===== config.mk =====
export PLATFORM = sky130hd
export DESIGN_NAME = led_symbol_shifter
export DESIGN_NICKNAME = d
export VERILOG_FILES = /design/src/rtl/led_symbol_shifter.sv
export SDC_FILE = /design/constraint.sdc
export NUM_CORES = 1
export LEC_CHECK = 0
export BUFFER_PORTS_ARGS = -buffer_cell sky130_fd_sc_hd__buf_4
export CAP_MARGIN = 20
export CORE_MARGIN = 3
export CORE_UTILIZATION = 30
export CTS_CLUSTER_SIZE = 14
export DETAILED_ROUTE_END_ITERATION = 16
export PLACE_DENSITY_LB_ADDON = 0.3
export SETUP_SLACK_MARGIN = 0.4
export SLEW_MARGIN = 10
export SYNTH_ARGS = -nofsm -noshare
export SYNTH_HDL_FRONTEND = slang
export SYNTH_SLANG_ARGS = --single-unit

===== constraint.sdc =====
create_clock -name clk1 -period 3.8 [get_ports clk1]
set_input_delay 0.19 -clock clk1 [delete_from_list [all_inputs] [get_ports clk1]]
set_output_delay 0.19 -clock clk1 [all_outputs]
set_load 0.01 [all_outputs]

===== src/rtl/led_symbol_shifter.sv =====
// LED window shift register: serial bits enter at led[0], drop removes the newest GROUP-bit symbol.
// One-cycle latency on led/count/overflow/match_pulse; no backpressure, every command is accepted.
module led_symbol_shifter #(
    parameter int unsigned        WIDTH   = 18,
    parameter int unsigned        GROUP   = 4,
    parameter int unsigned        PAT_LEN = 8,
    parameter logic [PAT_LEN-1:0] PATTERN = 8'hA5,
    localparam int unsigned       CW      = $clog2(WIDTH + 1)
) (
    input  logic             clk1,
    input  logic             reset,
    input  logic             clear,
    input  logic             in_valid,
    input  logic             in_bit,
    input  logic             drop_req,
    output logic [WIDTH-1:0] led,
    output logic [CW-1:0]    count,
    output logic             empty,
    output logic             full,
    output logic             overflow,
    output logic             match,
    output logic             match_pulse
);

    localparam logic [CW-1:0] WIDTH_C = CW'(WIDTH);
    localparam logic [CW-1:0] GROUP_C = CW'(GROUP);
    localparam logic [CW-1:0] PAT_C   = CW'(PAT_LEN);

    logic [WIDTH-1:0] led_next;
    logic [CW-1:0]    count_next;
    logic             overflow_next;
    logic             match_next;

    always_comb begin
        led_next      = led;
        count_next    = count;
        overflow_next = overflow;
        if (clear) begin
            led_next      = '0;
            count_next    = '0;
            overflow_next = 1'b0;
        end else if (drop_req) begin
            // Bits above count are always zero, so a drop on a short window just empties it.
            led_next   = led >> GROUP;
            count_next = (count >= GROUP_C) ? count - GROUP_C : '0;
        end else if (in_valid) begin
            led_next = {led[WIDTH-2:0], in_bit};
            if (count == WIDTH_C) begin
                overflow_next = 1'b1;
            end else begin
                count_next = count + CW'(1);
            end
        end
    end

    assign match_next = (count_next >= PAT_C) && (led_next[PAT_LEN-1:0] == PATTERN);
    assign match      = (count >= PAT_C) && (led[PAT_LEN-1:0] == PATTERN);
    assign empty      = (count == '0);
    assign full       = (count == WIDTH_C);

    always_ff @(posedge clk1 or posedge reset) begin
        if (reset) begin
            led         <= '0;
            count       <= '0;
            overflow    <= 1'b0;
            match_pulse <= 1'b0;
        end else begin
            led         <= led_next;
            count       <= count_next;
            overflow    <= overflow_next;
            match_pulse <= match_next & ~match;
        end
    end

endmodule


# Yosys cells after proc, flatten, opt, wreduce, memory -nomap -nowiden
# Cells that the tools add are included.
# word_totals
regBits	25
latch_bits	0
ramBits	0
romBits	0
input_bits	6
output_inout_bits	28
elab_cells	35
n_memories	0
# op_classes
n_addsub	2
mul	0
div	0
magnitude_cmp	3
n_eq_ne	4
shift	0
n_mux	12
bitwise	2
n_reduce_logical	7
# op_table
op	count
two-way mux 18 bit	3
two-way mux 5 bit	5
equality test 8 bit (second input constant)	2
>= comparator 5 x 4 -> 1 bit (second input constant)	2
adder 5 x 1 -> 5 bit (second input constant)	1
equality test 5 bit (second input constant)	1
>= comparator 5 x 3 -> 1 bit (second input constant)	1
zero test 5 bit	1
subtractor 5 x 3 -> 5 bit (second input constant)	1
two-way mux 1 bit	4
nonzero test 2 bit	2
AND reduction 3 bit	1
nonzero test 3 bit	1
logical AND 1 bit	2
inequality test 2 bit (second input constant)	1
AND 1 bit	1
NOT 1 bit	1

# Logic depth before layout (Yosys ltp)
# logic_depth
word_depth	8
mapped_depth	8

# Worst setup path before layout
# No wires, ideal clock.
# synth_timing
path_type	reg-to-reg
startpoint	register count[2]
endpoint	register match_pulse
setup_time_ns	0.096
arrival_ns	1.834
required_time_ns	3.704
setup_slack_ns	1.870
stages_incl_launch_ff	9
cell_sequence	dfrtp_1 inv_1 ha_1 nand3_2 inv_2 or3_1 a311oi_2 o2111ai_1 nor4_2
# synth_via
elab_chain_len	8
# synth_lines
element	line_no	rtl
start, declared	17	output logic [CW-1:0] count,
start signal, assigned	69	count <= count_next;
equality test 5 bit	n/a	
net full	19	output logic full,
two-way mux 5 bit	48	if (count == WIDTH_C) begin
two-way mux 5 bit	46	end else if (in_valid) begin
two-way mux 5 bit	42	end else if (drop_req) begin
two-way mux 5 bit	38	if (clear) begin
net count_next[3]	30	logic [CW-1:0] count_next;
>= comparator 5 x 4 -> 1 bit	56	assign match_next = (count_next >= PAT_C) && (led_next[PAT_LEN-1:0] == PATTERN);
logical AND 1 bit	56	
AND 1 bit	71	match_pulse <= match_next & ~match;
end signal, assigned	71	
end, declared	22	output logic match_pulse
# The timed path passes the listed nets, and every way through them passes these cells.
# A chain may end at the register's enable or synchronous reset.

# Worst setup path in the final report
# layout_timing
startpoint	register count[2]
endpoint	register match_pulse
# layout_via
elab_chain_len	8
# layout_lines
element	line_no
adder 5 x 1 -> 5 bit or equality test 5 bit (tied branches)	51, 48
two-way mux 5 bit	48
two-way mux 5 bit	46
two-way mux 5 bit (*)	42
two-way mux 5 bit (*)	38
net count_next[3]	30
>= comparator 5 x 4 -> 1 bit (*)	56
logical AND 1 bit (*)	56
AND 1 bit (*)	71
# The timed path passes the listed nets; every way through them passes the cells marked *.

==> run summary <==
FMAX = 0.4838 GHz
Setup crit end = match_pulse$_DFF_PP0_
Via count = 1,176
Hold path depth = 2
Leak pwr = 0.0008752 uW
Placed Instances = 220
Placement Rows = 24
Clock buffer depth = 2
Most frequent cells in the layout = buf_4 (33), dfrtp_1 (25), nor2_1 (24)
Initial DRC Count = 34
Required @ worst endpoint = 3.98 ns
Syn_area_per_cell = 10.04 sq um
Post-synthesis register bit count = 25
Adder-Cell Fraction of Synth Area = 0.06969
Mapped cell area = 1436 sq um
Pins Over Slew Limit = 0
Clock-pin slew on the worst setup and hold paths = 0.09 ns
Cts repair resizes = 0
Gpl congestion = 0.7962
# port buffers = 33
Worst-Skew Late Latency = 0.27 ns
Final WL = 3489 um
Simple-Gate Fraction of Synth Area = 0.1777
Number of remaining DRC errors = 0
Net count after synthesis = 157
Filler cells = 464
Worst rel slew slack = 0.7410
Final period utilization = 0.5440
Mux contribution to synthesized area = 0.1333
Largest net degree at the start of global routing = 34
Starting Density = 0.3210
CTS Buf Count = 3
Top Ports = 34
Max_cap viols = 0
Sequential power share = 0.519
First-pass GRT wire length = 5651 um
Die width = 75.20 um
Mapped Cells = 143
Int Pwr = 399.2 uW
Reg-to-Reg Start = count[2]$_DFF_PP0_
Routed len/inst = 15.44 um
Synth cell types = 34
Gr usage total = 0.1316
Crit path capture type = flip-flop
Dpl hpwl = 2484 um
Worst path max stage delay = 0.47 ns
P_sw = 156.8 uW
Switching share of power = 0.2821
Non-filler instance count after layout = 226
Post-CTS setup buffer count = 0
Cell Pwr Density = 310.6 nW/um^2
Worst r2r path cells = 8
TritonCTS clock tree = yes
CP Max Fanout = 6
Maximum vdd drop = 0.1679 mV
Clk pwr share = 0.286
Ys flop type = dfrtp_1
Hold buffer count at CTS = 0
Worst Setup SP = count[2]$_DFF_PP0_
Clk root buf = clkbuf_8
CP max-delay cell = dfrtp_1
Die area = 5654 sq um
Fin. Hold Viols = 0
Leading cell type in the layout, fill and taps excluded = buf_4
Worst setup SP type = flip-flop
Min-delay worst type = input port to flip-flop
Largest family of logic cells by synthesized area = simple AND/OR/NAND/NOR gates
ANT cells = 0
Synth Warn # = 0
Seq/Total Area, Yosys = 0.4355
Reg-to-reg endpoint = match_pulse$_DFF_PP0_
Htree depth = 1
Vias in the first global route = 1,090
1st-pass router iterations = 4
Avg Vias per Cell = 5.204
EDFF count, synth = 0
Layout cell share with drive strength beyond 1 = 0.2471
Post-route ant nets = 0
Core box area = 4474 sq um
# setup viols final = 0
Critical Path, Cell by Cell = inv_1 -> ha_1 -> nand3_2 -> inv_2 -> or3_1 -> a311oi_2 -> o2111ai_1 -> nor4_2
RSZ-0062 raised after global routing = no
Clock Skews = 0.001093 ns
Status = finished clean
Final min period = 2.067 ns
Layout Nets = 189
Worst-Margin Slew = 0.3831 ns
Asr flop ratio synth = 1.000
Xor and xnor fraction of the mapped netlist area = 0.01829
Compound-Gate Fraction of Synth Area = 0.1185
P&R area growth vs syn = 24.65%
Grt ovf = 0
Crit path DAT = 2.25 ns
Setup slack, reg-to-reg = 1.73 ns
Die height = 75.20 um
Setup TNS = 0 ns
Initial antenna violation count = 0
Setup CP Type = flip-flop to flip-flop
Combinational cell fraction of total power = 0.195
Sink Count = 25
sequential cells by signal, summed over array words and instances (netlist names):
name         count
count            5
led             18
match_pulse      1
overflow         1
stage by stage:
stage | setup WS [ns] | utilization | total power, uW | area (sq um) | hold WS (ns)
after floorplan | 1.870 | - | 360.3 | 1436 | 0.2173
after global placement | 1.843 | 0.3817 | 397.1 | 1708 | 0.4703
after detailed placement | 1.742 | 0.3817 | 398.7 | 1708 | 0.4688
after CTS | 1.722 | 0.3918 | 556.8 | 1753 | 0.1741
after global routing | 1.567 | 0.4002 | 584.7 | 1790 | 0.2705
final | 1.733 | 0.4002 | 556.0 | 1790 | 0.2743
power groups by stage:
stage / combinational [uW] / clock [uW] / sequential (uW)
finish: 108 / 159 / 289
global route: 120 / 175 / 290
CTS: 105 / 163 / 288
detailed placement: 105 / 0 / 294
global placement: 104 / 0 / 293
floorplan: 66.1 / 0 / 294
critical path: cells and delay by family, from the launching register on:
kind,cells,cell delay [ns]
and+or+nand+nor,3,0.60
DFF,1,0.47
AOI/OAI and AO/OA,2,0.45
buffers and inverters,2,0.22
adders and majority gates,1,0.25
logic make-up (layout without fill, tap and decap cells):
logic type | Yosys count | in the layout
mux | 19 | 19
xor+xnor | 3 | 3
buf+inv | 15 | 46
compound gates | 26 | 26
simple gates | 47 | 47
fa+ha+maj | 8 | 8
flops | 25 | 25
cell type report:
class	count	area (sq um)	area share
inverters	7	26.28	0.01468
flip-flops and latches	25	625.6	0.3494
repair buffers	35	285.3	0.1593
multi-input cells	103	743.2	0.4151
well taps	52	65.06	0.03634
clock buffers	4	45.04	0.02516
worst min path at each step:
stage	end	startpoint
6_report	count[0]$_DFF_PP0_	clear
5_1_grt	count[0]$_DFF_PP0_	clear
3_3_place_gp	led[12]$_DFFE_PP0P_	reset
3_5_place_dp	led[17]$_DFFE_PP0P_	reset
4_1_cts	led[17]$_DFFE_PP0P_	reset
2_1_floorplan	count[0]$_DFF_PP0_	reset
Yosys cell counts, types with 2 or more instances:
cell      count  area share
mux2i_1      18        0.13
nor2_1       24       0.063
a21oi_1      12       0.042
or4bb_1       2       0.016
nor3_1        5       0.017
a31oi_1       2      0.0087
and2_1        2      0.0087
inv_1         6       0.016
dfrtp_1      25        0.44
ha_1          8       0.070
clkbuf_1      3      0.0078
a211oi_1      6       0.031
xnor2_1       2       0.012
buf_2         3       0.010
nor2b_1       6       0.026
per-layer routing:
metal / vias to the layer above / global-route usage / wire length (um)
li1: 567 / - / -
met1: 582 / 0.1703 / 1611
met2: 23 / 0.2176 / 1686
met3: 4 / 0.02403 / 140
met4: 0 / 0.05243 / 51
met5: - / 0 / 0
(Power assumes the default switching activity.)
